<file path="src/rtl/tank_sprite_engine.sv">
// tank_sprite_engine: one up-facing ROM rotated to four facings, animated, palettised; 3-clock pixel pipeline.
// Optional blinking is compiled in with TANK_SPRITE_FLASH_EN.
module tank_sprite_engine #(
   parameter int SIZE = 32,
   parameter int NUM_FRAMES = 2,
   parameter int NUM_PALETTES = 4,
   parameter int ANIM_DIV = 8,
   parameter int FLASH_DIV = 4,
   parameter logic [2*NUM_FRAMES*SIZE*SIZE-1:0] ROM_INIT = '0
) (
   input  logic                      clk,
   input  logic                      reset,
   input  logic                      frame_tick,
   input  logic                      moving,
   input  logic                      flash,
   input  logic                      px_valid,
   input  logic [$clog2(SIZE)-1:0]   px_x,
   input  logic [$clog2(SIZE)-1:0]   px_y,
   input  logic [1:0]                dir,
   input  logic [1:0]                palette_sel,
   output logic                      out_valid,
   output logic [3:0]                red,
   output logic [3:0]                green,
   output logic [3:0]                blue,
   output logic                      out_transparent
);
   localparam int W = $clog2(SIZE);
   localparam int FW = NUM_FRAMES > 1 ? $clog2(NUM_FRAMES) : 1;
   localparam int CW = ANIM_DIV > 1 ? $clog2(ANIM_DIV) : 1;
   localparam int AW = FW + 2*W;
   localparam logic [CW-1:0] ANIM_LAST = CW'(ANIM_DIV - 1);
   localparam logic [11:0] PAL [4][4] = '{
      '{12'h000, 12'h760, 12'hEC2, 12'hFF8},
      '{12'h000, 12'h050, 12'h3B3, 12'hAFA},
      '{12'h000, 12'h555, 12'hAAA, 12'hFFF},
      '{12'h000, 12'h600, 12'hC22, 12'hF88}
   };

   // Built-in artwork: treads whose stripes shift per frame, hull, and a barrel pointing up.
   function automatic logic [2*NUM_FRAMES*SIZE*SIZE-1:0] tank_art();
      logic [2*NUM_FRAMES*SIZE*SIZE-1:0] r;
      logic [1:0] c;
      r = '0;
      for (int f = 0; f < NUM_FRAMES; f++)
         for (int y = 0; y < SIZE; y++)
            for (int x = 0; x < SIZE; x++) begin
               c = 2'd0;
               if ((x < SIZE/4 || x >= SIZE - SIZE/4) && y >= SIZE/8)
                  c = ((y/2 + f) % 2 == 0) ? 2'd1 : 2'd2;
               else if (y >= SIZE/4 && y < SIZE - SIZE/8)
                  c = 2'd2;
               if (x >= SIZE/2 - SIZE/16 && x < SIZE/2 + SIZE/16 && y < SIZE/2)
                  c = 2'd3;
               r[2*((f*SIZE + y)*SIZE + x) +: 2] = c;
            end
      return r;
   endfunction

   // An all-zero image is useless, so it selects the built-in artwork.
   localparam logic [2*NUM_FRAMES*SIZE*SIZE-1:0] ROM = (ROM_INIT == '0) ? tank_art() : ROM_INIT;

   logic [W-1:0]  sx, sy;
   logic [1:0]    pal_eff, pal1, pal2, idx2;
   logic [AW-1:0] addr1;
   logic          v1, v2, blank;
   logic [CW-1:0] anim_cnt;
   logic [FW-1:0] anim_frame;

   always_comb begin
      sx = dir == 2'd0 ? px_x : dir == 2'd1 ? px_y : dir == 2'd2 ? ~px_x : ~px_y;
      sy = dir == 2'd0 ? px_y : dir == 2'd1 ? ~px_x : dir == 2'd2 ? ~px_y : px_x;
      pal_eff = ({30'd0, palette_sel} < NUM_PALETTES) ? palette_sel : 2'd0;
   end

   always_ff @(posedge clk) begin
      if (reset) begin
         v1 <= 1'b0;
         v2 <= 1'b0;
         out_valid <= 1'b0;
         {red, green, blue} <= 12'h000;
         out_transparent <= 1'b1;
         anim_cnt <= '0;
         anim_frame <= '0;
      end else begin
         v1 <= px_valid;
         v2 <= v1;
         out_valid <= v2;
         if (frame_tick && moving) begin
            anim_cnt <= (anim_cnt == ANIM_LAST) ? '0 : anim_cnt + 1'b1;
            if (anim_cnt == ANIM_LAST)
               anim_frame <= (NUM_FRAMES == 1) ? '0 : anim_frame + 1'b1;
         end
         if (v2) begin
            {red, green, blue} <= blank ? 12'h000 : PAL[pal2][idx2];
            out_transparent <= blank || idx2 == 2'd0;
         end
      end
      addr1 <= {anim_frame, sy, sx};
      pal1 <= pal_eff;
      idx2 <= ROM[{addr1, 1'b0} +: 2];
      pal2 <= pal1;
   end

`ifdef TANK_SPRITE_FLASH_EN
   localparam int LW = FLASH_DIV > 1 ? $clog2(FLASH_DIV) : 1;
   localparam logic [LW-1:0] FLASH_LAST = LW'(FLASH_DIV - 1);
   logic [LW-1:0] flash_cnt;
   logic          flash_phase;

   always_ff @(posedge clk) begin
      if (reset || !flash) begin
         flash_cnt <= '0;
         flash_phase <= 1'b0;
      end else if (frame_tick) begin
         flash_cnt <= (flash_cnt == FLASH_LAST) ? '0 : flash_cnt + 1'b1;
         if (flash_cnt == FLASH_LAST)
            flash_phase <= ~flash_phase;
      end
   end

   assign blank = flash_phase;
`else
   logic unused_flash;
   assign unused_flash = flash & (FLASH_DIV != 0);
   assign blank = 1'b0;
`endif
endmodule

</file>
<file path="config.mk">
export PLATFORM = sky130hd
export DESIGN_NAME = tank_sprite_engine
export DESIGN_NICKNAME = d
export VERILOG_FILES = /design/src/rtl/tank_sprite_engine.sv
export SDC_FILE = /design/constraint.sdc
export NUM_CORES = 1
export LEC_CHECK = 0
export BUFFER_PORTS_ARGS = -buffer_cell sky130_fd_sc_hd__buf_2
export CORE_MARGIN = 2
export CORE_UTILIZATION = 52
export CTS_CLUSTER_DIAMETER = 150
export CTS_CLUSTER_SIZE = 12
export DETAILED_ROUTE_END_ITERATION = 8
export GPL_TIMING_DRIVEN = 0
export HOLD_SLACK_MARGIN = 0.08
export PLACE_DENSITY = 0.82
export RECOVER_POWER = 25
export SYNTH_ARGS = -nofsm -noshare
export SYNTH_HDL_FRONTEND = slang
export SYNTH_SLANG_ARGS = --single-unit
export TNS_END_PERCENT = 5
</file>
<file path="constraint.sdc">
create_clock -name clk -period 1.87 [get_ports clk]
set_clock_uncertainty 0.2 [all_clocks]
set_input_delay 0.187 -clock clk [delete_from_list [all_inputs] [get_ports clk]]
set_output_delay 0.187 -clock clk [all_outputs]
set_load 0.02 [all_outputs]
</file>
=== After elaboration in Yosys (flattened, before gate mapping) ===
Index checks and enable logic that the tools add are counted.

* Bits in registers: 37
* Latch bits: 0
* RAM bits: 0
* Bits in read-only memories: 0
* Output and inout port bits: 14
* Memories: 0

* Add/subtract/negate cells: 2
* Multipliers: 0
* Divide/modulo/power cells: 0
* Order comparisons: 2
* Eq/ne operators: 3
* Shift-type cells: 1
* Multiplexer cells: 13
* Bitwise gates (word level): 4
* Reduce and logical (&&, ||, !) cells: 4

{| class="wikitable"
|+ Operators by type and width
! kind !! count
|-
| $shiftx 4096x13->2 const A || 1
|-
| $bmux 48 s2 || 1
|-
| $mux 48 || 2
|-
| $mux 5 || 6
|-
| $bmux 12 s2 || 1
|-
| $mux 12 || 2
|-
| $not 5->5 || 2
|-
| $ge 3x3->1 const B || 2
|-
| $not 2->3 || 2
|-
| $logic_not 2->1 || 2
|-
| $add 3x1->3 const B || 1
|-
| $eq 3x3->1 const B || 1
|-
| $mux 3 || 1
|-
| $eq 2x1->1 const B || 1
|-
| $eq 2x2->1 const B || 1
|-
| $reduce_and 2->1 || 1
|-
| $add 1x1->1 const B || 1
|-
| $logic_and 1x1->1 || 1
|}

=== Longest topological paths before layout ===
Gate-level depths: netlist of run 1.

* Depth in word-level cells: 7
* Depth in mapped cells: 5
* Mapped depth without buffers: 5

=== Least setup slack after synthesis of run 1 ===
Ideal clock, no wire load.

* Path kind: register to register
* Start point: reg pal2[0]
* End point: reg blue[1]
* Setup time: 0.128 ns
* Data arrival time: 1.065 ns
* Path slack: 0.477 ns
* Cell stages (with the launch flop): 6
* Buffers on the path: 0
* Period minus slack after synthesis: 1.393 ns
* Cells stage by stage: dfxtp_1 inv_2 ha_1 nor2b_1 o2bb2ai_1 nor2b_1

* Longest elaborated chain between the ends: 7

{| class="wikitable"
|+ Ends and longest elaborated chain
! item !! RTL line !! text
|-
| from (decl) || 63 || <nowiki>logic [1:0] pal_eff, pal1, pal2, idx2;</nowiki>
|-
| from (signal assigned) || 101 || <nowiki>pal2 <= pal1;</nowiki>
|-
| $not 2->3 (implied by the code) || 94 || <nowiki>{red, green, blue} <= blank ? 12'h000 : PAL[pal2][idx2];</nowiki>
|-
| $bmux 48 s2 || 94 ||
|-
| $mux 48 (implied by the code) (2 in series) || 94 ||
|-
| $bmux 12 s2 || 94 ||
|-
| $mux 12 (implied by the code) (2 in series) || 94 ||
|-
| to (signal assigned) || 94 ||
|-
| to (decl) || 24 || <nowiki>output logic [3:0] blue,</nowiki>
|}

Every way passes these cells. The select of a mux whose other input is x is not followed.
A chain may end at the register's enable or synchronous reset.

=== Worst setup path in the final report of run 1 ===
* Start point: in reset
* End point: reg v1

{| class="wikitable"
|+ RTL lines
! item !! RTL line !! text
|-
| from (decl) || 12 || <nowiki>input logic reset,</nowiki>
|-
| to (signal assigned) || 85 || <nowiki>v1 <= px_valid;</nowiki>
|-
| to (decl) || 65 || <nowiki>logic v1, v2, blank;</nowiki>
|}

No word-level cell between the ends.

==> results of run 1 <==
-- registers in the layout, summed over array words and instances, names as in the netlist --
signal,flops
out_valid,1
idx2,2
pal1,2
anim_frame,1
anim_cnt,3
pal2,2
v2,1
blue,4
v1,1
addr1,9
green,4
out_transparent,1
red,4
-- final cells by class --
cell class / count / share of cell area [%]
plain buffers: 9 / 2.00
clock buffers: 5 / 1.94
clock inverters: 3 / 3.49
inverters: 8 / 1.55
multi-input cells: 102 / 35.9
flip-flops and latches: 35 / 36.2
well taps: 31 / 2.00
repair buffers: 47 / 17.0
-- power by group through the flow --
stage | combinational [mW] | clock, mW | sequential (mW)
floorplan | 0.193 | 0 | 0.869
global placement | 0.267 | 0 | 0.853
detailed placement | 0.280 | 0 | 0.857
CTS | 0.315 | 0.684 | 0.840
global route | 0.351 | 0.713 | 0.847
finish | 0.318 | 0.682 | 0.840
-- layer usage --
| layer | share of wire, % | vias to the layer above |
|---|---|---|
| li1 | - | 624 |
| met1 | 39 | 567 |
| met2 | 54 | 32 |
| met3 | 3.9 | 9 |
| met4 | 3.0 | 0 |
| met5 | 0 | - |
-- repair_timing --
item	in CTS	in global routing
buffers inserted	0	0
gates resized for setup	0	0
endpoints found under the setup margin	0	1
hold buffers	21	0
endpoints found under the hold margin	25	0
-- Yosys cell counts (all sizes together) (3+ instances only) --
| cell type | number | area [sq um] |
|---|---|---|
| xnor2 | 10 | 87.6 |
| ha | 8 | 100 |
| a21oi | 8 | 40.0 |
| nand2 | 15 | 56.3 |
| dfxtp | 35 | 701 |
| o211ai | 4 | 30.0 |
| nor2 | 10 | 37.5 |
| inv | 8 | 30.0 |
| a311oi | 3 | 26.3 |
| nor2b | 8 | 50.1 |
| buf | 5 | 23.8 |
| o21ai | 3 | 15.0 |
| mux2i | 9 | 90.1 |
| nand3 | 6 | 30.0 |
| clkbuf | 4 | 15.0 |
| a211oi | 3 | 22.5 |
-- final timing paths --
path	start	to	slack, ps
max	reset	v1	190
min	dir[1]	addr1[6]	110
max reg2reg	anim_cnt[0]	anim_cnt[1]	220
min reg2reg	pal1[0]	pal2[0]	150
-- cells by family (layout without fill, tap and decap cells) --
| family | after synthesis | after routing | synth area share (%) |
|---|---|---|---|
| compound gates | 27 | 27 | 12.2 |
| xor+xnor | 11 | 11 | 6.58 |
| mux | 9 | 9 | 6.15 |
| fa+ha+maj | 8 | 8 | 6.84 |
| simple gates | 47 | 47 | 15.6 |
| flops | 35 | 35 | 47.9 |
| buf+inv | 17 | 72 | 4.70 |
-- critical path, cell delays in order --
cell	delay, ps
dlygate4sd3_1	540
clkbuf_1	350
nor2b_1	80
dlygate4sd3_1	560
==> summary.txt, run 1 <==
Most frequent cells in the layout -> dfxtp_1, buf_2, dlygate4sd3_1
P_sw -> 468 uW
Core area -> 2710 sq um
Internal Power -> 1.37 mW
Syn. warnings -> 0
Maxcap violations -> 0
Syn-to-layout area delta -> 32.3%
Yosys reg bits -> 35
Grt total ovfl -> 0
Die ar. -> 3260 sq um
Vias -> 1232
Initial antenna violation count -> 0
Pwr Density -> 950 nW/um^2
M1 GR Usage -> 18.7%
Post-Layout Cell Count -> 240
Arrival time at the worst endpoint -> 1730 ps
Syn Area/Cell -> 9.51 sq um
Final worst-path cycle share -> 89.6%
Vias/cell -> 5.13
Fill count -> 211
Cells after Synth -> 154
Post-DP HPWL -> 1950 microns
RSZ-0062 raised after global routing -> false
Post-synth EDFFs -> 0
Drt pass-1 iters -> 4
Clock slew at reported path FFs -> 110 ps
VDD IR-drop max -> 1210 uV
Fin util -> 71.5%
Clock network fraction of total power -> 37.1%
P_leak -> 0.841 nW
Min Tclk post-route -> 1680 ps
CTS buffer count -> 5
Sink Count -> 35
H-tree levels -> 2
Critical path required time -> 1920 ps
Slew Limit Fails -> 0
Final net count -> 236
Routed len/inst -> 12.1 microns
Initial Utilization -> 54.0%
DRC Markers -> 0
Area occupied by registers -> 701 sq um
First-pass GRT wire length -> 4910 microns
Final GP Congestion -> 0.831
CTS max path bufs -> 2
Worst skew pair latency -> 360 ps
Outcome -> finished, final reports clean
Tot Pwr -> 1.84 mW
Worst Tran Pin Value -> 522 ps
Antenna-violating nets left -> 0
Critical path endpoint category -> flip-flop
Startpoint Class -> input port
CTS tree -> built
# rows -> 19
Placed Instances -> 212
Setup TNS -> 0 ps
Seq/Total Area, Yosys -> 47.9%
Synthesized Nets -> 182
Final Hold Viols -> 0
Iteration-0 DRC Markers -> 26
Port Buffers -> 27
Switching Share -> 25.4%
Relative slew slack -> 65.2%
Met3 Use GR -> 4.76%
Hold depth -> 2
Sequential power share -> 45.6%
Largest fanout on the critical path -> 10
Mapped cell area -> 1460 sq um
Dpl cell area -> 1640 sq um
Endpoints failing setup -> 0
Number of global-route vias before repair -> 1227
Global route hottest layer -> met2
Reg2Reg Depth -> 4
Final setup margin -> 195 ps
Combinational Power Share -> 17.3%
Io pins -> 34
Commonest non-fill, non-tap cell in the layout -> dfxtp_1
Upper clock frequency limit -> 597 MHz
Fraction of layout cells with a size suffix above 1 -> 17.2%
Hold Crit Class -> input port to flip-flop
Setup CP Type -> input port to flip-flop
Clk root buf -> clkbuf_4
Hold WS -> 106 ps
Post-route cell area -> 1940 sq um
N_diodes -> 0
Largest net degree at the start of global routing -> 13
Setup WS pre-CTS -> 335 ps
Gr usage total -> 20.0%
Netlist cell types -> 31
Total wire length after detailed routing -> 2900 microns
Die height -> 57.1 microns
Die W -> 57.1 microns
GR Util met2 -> 38.3%
Multi-input gate area -> 694 sq um
Post-synth ARST share -> 0%
Post-synth top flop -> dfxtp_1
Power figures use the tool's default switching activity.
==> inputs of run 2 (changes only) <==
==> constraint.sdc (replaced) <==
create_clock -name clk -period 1.87 [get_ports clk]
set_clock_uncertainty 0.2 [all_clocks]
set_input_delay 0.187 -clock clk [delete_from_list [all_inputs] [get_ports clk]]
set_output_delay 0.187 -clock clk [all_outputs]
set_load 0.05 [all_outputs]
==> summary.txt, run 2 (same netlist as run 1, synthesis figures left out) <==
Outcome -> finished, final reports clean
Endpoints failing setup -> 0
CP max stage delay -> 560 ps
Top Layer Used -> met4
Final setup margin -> 195 ps
Arrival time at the worst endpoint -> 1730 ps
Pwr Density -> 968 nW/um^2
Clock slew at reported path FFs -> 110 ps
Grt total ovfl -> 0
Critical path required time -> 1920 ps
Internal Power -> 1.37 mW
CP Buf/Inv Count -> 3
RSZ-0062 raised after global routing -> false
Drt pass-1 iters -> 4
CTS max path bufs -> 2
Vias/cell -> 5.12
Upper clock frequency limit -> 597 MHz
Setup CP Type -> input port to flip-flop
M1 WL -> 1130 microns
Initial Utilization -> 54.0%
Combinational Power Share -> 18.9%
Final net count -> 236
WL met2 -> 1560 microns
Initial antenna violation count -> 0
Clk root buf -> clkbuf_4
Vias -> 1229
Core area -> 2710 sq um
Final worst-path cycle share -> 89.6%
Total wire length after detailed routing -> 2890 microns
Min Tclk post-route -> 1680 ps
Post-Layout Cell Count -> 240
Most frequent cells in the layout -> dfxtp_1, buf_2, dlygate4sd3_1
# rows -> 19
Clock network fraction of total power -> 36.4%
Number of global-route vias before repair -> 1227
Setup TNS -> 0 ps
Tot Pwr -> 1.88 mW
Iteration-0 DRC Markers -> 24
Relative slew slack -> 65.2%
Sink Count -> 35
Hold Crit Class -> input port to flip-flop
P_leak -> 0.846 nW
First-pass GRT wire length -> 4910 microns
Commonest non-fill, non-tap cell in the layout -> dfxtp_1
N_diodes -> 0
Fin util -> 71.5%
Final GP Congestion -> 0.831
Resized cells post-CTS -> 0
Final Hold Viols -> 0
CP delay by family, top -> buffers and inverters
Sequential power share -> 44.8%
DRC Markers -> 0
Gr usage total -> 20.0%
Setup WS pre-CTS -> 335 ps
Fraction of layout cells with a size suffix above 1 -> 17.7%
Routed len/inst -> 12.0 microns
Crit path top cell by count -> dlygate4sd3_1
Maxcap violations -> 0
Max reg flops -> 9
Die height -> 57.1 microns
CTS tree -> built
Largest net degree at the start of global routing -> 13
Port Buffers -> 27
CP max stage cell -> dlygate4sd3_1
Die W -> 57.1 microns
P_sw -> 503 uW
Io pins -> 34
Placed Instances -> 212
Largest fanout on the critical path -> 10
H-tree levels -> 2
Startpoint Class -> input port
Met3 wire len -> 111 microns
Post-DP HPWL -> 1950 microns
CTS buffer count -> 5
Antenna-violating nets left -> 0
Worst Tran Pin Value -> 522 ps
Crit path cell chain -> dlygate4sd3_1, clkbuf_1, nor2b_1, dlygate4sd3_1
Critical path endpoint category -> flip-flop
Top reg by flops -> addr1
Slew Limit Fails -> 0
Worst skew pair latency -> 360 ps
Fill count -> 208
Die ar. -> 3260 sq um
VDD IR-drop max -> 1210 uV
Syn-to-layout area delta -> 32.4%
Switching Share -> 26.8%
==> run 2: changes by cell type in the layout (fill, tap and decap cells not counted) <==
cell / before / now
buf_2: 26 / 27
clkbuf_1: 9 / 8
==> run 2: final timing paths <==
| path | start | to | slack, ps | cells after the start |
|---|---|---|---|---|
| worst max register to register | anim_cnt[0] | anim_cnt[1] | 220 | 4 |
| worst max-delay path | reset | v1 | 190 | 4 |
| worst min register to register | pal1[0] | pal2[0] | 150 | 0 |
| worst min-delay path | dir[1] | addr1[6] | 110 | 2 |
==> run 2: layout make-up <==
| cell class | count | area [sq um] | area share, % |
|---|---|---|---|
| Clock inverter | 3 | 67.6 | 3.49 |
| Sequential cell | 35 | 701 | 36.2 |
| Clock buffer | 5 | 37.5 | 1.94 |
| Inverter | 8 | 30.0 | 1.55 |
| Buffer | 9 | 37.5 | 1.94 |
| Timing Repair Buffer | 47 | 332 | 17.1 |
| Tap cell | 31 | 38.8 | 2.00 |
| Multi-Input combinational cell | 102 | 694 | 35.8 |
==> run 2: through the flow <==
| step | hold slack [ps] | area, sq um |
|---|---|---|
| after floorplan | 14.7 | 1460 |
| after global placement | 91.5 | 1640 |
| after detailed placement | 91.1 | 1640 |
| after CTS | 94.0 | 1950 |
| after global routing | 129 | 1940 |
| final | 106 | 1940 |
==> run 2: power groups by stage <==
stage | combinational (mW) | clock (mW) | sequential, mW
2_1_floorplan | 0.193 | 0 | 0.904
3_3_place_gp | 0.302 | 0 | 0.853
3_5_place_dp | 0.315 | 0 | 0.857
4_1_cts | 0.351 | 0.684 | 0.840
5_1_grt | 0.386 | 0.713 | 0.847
6_report | 0.354 | 0.682 | 0.840
==> run 2: repair_timing <==
action                     CTS  global route
hold endpoints to repair    25             0
hold buffers                21             0
buffers inserted             0             0
setup endpoints to repair    0             1
==> run 2: routing by layer <==
layer  global-route usage [%]  up-vias
li1                         -      624
met1                     18.7      564
met2                     38.3       32
met3                     4.76        9
met4                     13.0        0
met5                        0        -
==> inputs of run 3 (changes only) <==
--- a/config.mk
+++ b/config.mk
@@ -5,15 +5,16 @@
 export SDC_FILE = /design/constraint.sdc
 export NUM_CORES = 1
 export LEC_CHECK = 0
+export ABC_AREA = 1
 export BUFFER_PORTS_ARGS = -buffer_cell sky130_fd_sc_hd__buf_2
 export CORE_MARGIN = 2
-export CORE_UTILIZATION = 52
+export CORE_UTILIZATION = 53
 export CTS_CLUSTER_DIAMETER = 150
 export CTS_CLUSTER_SIZE = 12
 export DETAILED_ROUTE_END_ITERATION = 8
 export GPL_TIMING_DRIVEN = 0
 export HOLD_SLACK_MARGIN = 0.08
-export PLACE_DENSITY = 0.82
+export PLACE_DENSITY = 0.83
 export RECOVER_POWER = 25
 export SYNTH_ARGS = -nofsm -noshare
 export SYNTH_HDL_FRONTEND = slang
==> summary.txt, run 3 <==
Critical path endpoint category -> flip-flop
Initial antenna violation count -> 0
Post-synth top cells -> nand2_1, dfxtp_1, inv_1
DRC Markers -> 2
Die ar. -> 3480 sq um
RR Endpoint -> blue[1]
Most common cell in the netlist -> nand2_1
Worst skew pair latency -> 350 ps
# rows -> 19
Max reg flops -> 9
Netlist cell types -> 25
Fill count -> 195
Initial Utilization -> 57.1%
Multi-input gate area -> 769 sq um
Syn Area/Cell -> 7.81 sq um
Commonest non-fill, non-tap cell in the layout -> nand2_1
Drt pass-1 iters -> 6
RSZ-0062 raised after global routing -> false
Cells after Synth -> 205
Setup TNS -> 0 ps
Gr usage total -> 25.6%
Top reg by flops -> addr1
Clock slew at reported path FFs -> 110 ps
Hold Crit Class -> flip-flop to flip-flop
Iteration-0 DRC Markers -> 42
Area occupied by registers -> 701 sq um
Final net count -> 287
CTS max path bufs -> 2
Number of global-route vias before repair -> 1523
Min-Delay Endpoint -> pal2[1]
Hold depth -> 0
Post-synth ARST share -> 0%
Relative slew slack -> 71.5%
Reg2Reg Depth -> 4
Final GP Congestion -> 0.824
Port Buffers -> 28
RR Startpoint -> pal2[0]
Die height -> 59.0 microns
Syn. warnings -> 0
Yosys top cell by area -> dfxtp_1
Most frequent cells in the layout -> nand2_1, dfxtp_1, buf_2
Largest fanout on the critical path -> 2
Yosys reg bits -> 35
Io pins -> 34
Critical path required time -> 1890 ps
Synth top area share -> 43.8%
Largest cells by area after synthesis -> dfxtp_1, nand2_1, ha_1, o21ai_0, inv_1
Failing checks -> design-rule violations
Core area -> 2810 sq um
Maxcap violations -> 0
Outcome -> finished with violations
Post-Layout Cell Count -> 291
Post-synth top flop -> dfxtp_1
Vias/cell -> 5.24
Sink Count -> 35
Mapped cell area -> 1600 sq um
First-pass GRT wire length -> 6410 microns
Seq/Total Area, Yosys -> 43.8%
Pwr Density -> 883 nW/um^2
Post-DP HPWL -> 2190 microns
Total wire length after detailed routing -> 3860 microns
Arrival time at the worst endpoint -> 1840 ps
Vias -> 1524
Upper clock frequency limit -> 549 MHz
Synthesized Nets -> 233
CTS buffer count -> 5
Routed len/inst -> 13.3 microns
Syn-to-layout area delta -> 27.9%
Clk root buf -> clkbuf_4
Startpoint Class -> input port
Placed Instances -> 264
Min Tclk post-route -> 1820 ps
Slew Limit Fails -> 0
Antenna-violating nets left -> 0
Post-synth EDFFs -> 0
CTS tree -> built
Origin of the worst min-delay path -> pal1[1]
Setup CP Type -> input port to flip-flop
Final Hold Viols -> 0
Resized cells post-CTS -> 0
Final worst-path cycle share -> 97.4%
Largest net degree at the start of global routing -> 13
Fraction of layout cells with a size suffix above 1 -> 18.1%
H-tree levels -> 2
Worst Tran Pin Value -> 428 ps
R2R Setup Slk -> 360 ps
N_diodes -> 0
Endpoints failing setup -> 0
Grt total ovfl -> 0
P_leak -> 1.02 nW
VDD IR-drop max -> 723 uV
Die W -> 59.0 microns
==> run 3: cell count changes in the layout (fill, tap and decap cells not counted), moves of 7 or more <==
cell | before | now
nand2_1 | 15 | 42
inv_1 | 6 | 24
o21ai_0 | 0 | 18
xnor2_1 | 10 | 0
nor2b_1 | 8 | 0
xor2_1 | 1 | 9
mux2i_1 | 9 | 2
==> run 3: cells by family (layout without fill, tap and decap cells) <==
kind of cell	after synthesis	count (layout)	share of synthesized area, %
simple gates	77	77	21.4
compound gates	38	38	12.8
flops	35	35	43.7
buf+inv	34	89	8.20
xor+xnor	9	9	4.92
fa+ha+maj	8	8	6.25
mux	4	4	2.66
==> run 3: per-stage QoR <==
| stage | hold slack [ps] | utilization [%] | power [mW] | setup WS, ps | area (sq um) |
|---|---|---|---|---|---|
| 6_report | 141 | 73.0 | 1.81 | 49.4 | 2050 |
| 5_1_grt | 146 | 73.0 | 1.90 | 12.7 | 2050 |
| 4_1_cts | 118 | 73.5 | 1.80 | 45.8 | 2060 |
| 3_5_place_dp | 90.6 | 63.5 | 1.23 | 404 | 1780 |
| 3_3_place_gp | 89.7 | 63.5 | 1.22 | 452 | 1780 |
| 2_1_floorplan | 14.7 | - | 1.14 | 535 | 1600 |
==> run 3: critical path, stage by stage <==
cell	delay [ps]
dlygate4sd3_1	550
buf_2	140
mux2_2	250
dlygate4sd3_1	570
xor2_1	150
==> run 3: cell type report <==
cell class                 instances  share of cell area [%]
clock buffer                       5                    1.83
sequential                        35                    34.2
tap                               31                    1.89
clock inverter                     3                    2.14
multi-input combinational        136                    37.6
inverter                          27                    4.95
timing repair buffer              47                    16.0
buffer                             7                    1.41
==> run 3: per-layer routing <==
layer  routed length [microns]  global-route usage (%)
met5                         0                       0
met2                      1980                    47.5
met3                       183                    6.77
met4                       123                    14.0
met1                      1570                    25.5
==> run 3: worst max path at each step <==
stage	to	slack [ps]	start	cells past startpoint
3_3_place_gp	idx2[0]	450	addr1[3]	11
6_report	addr1[4]	50	px_x[4]	5
4_1_cts	anim_frame	50	frame_tick	8
3_5_place_dp	blue[1]	400	pal2[0]	4
2_1_floorplan	idx2[1]	540	addr1[3]	11
5_1_grt	addr1[1]	10	px_y[1]	6
==> run 3: what timing repair did <==
| action | 4_1_cts | 5_1_grt |
|---|---|---|
| endpoints found under the hold margin | 22 | 0 |
| buffers inserted | 0 | 0 |
| hold buffers | 20 | 0 |
| setup endpoints to repair | 0 | 3 |
==> run 3: where the power goes <==
group	leakage, nW	switching (mW)	internal, mW	total, mW
Clock	0.0452	0.262	0.281	0.543
Sequential	0.289	0.0482	0.808	0.856
Combinational	0.689	0.260	0.150	0.410
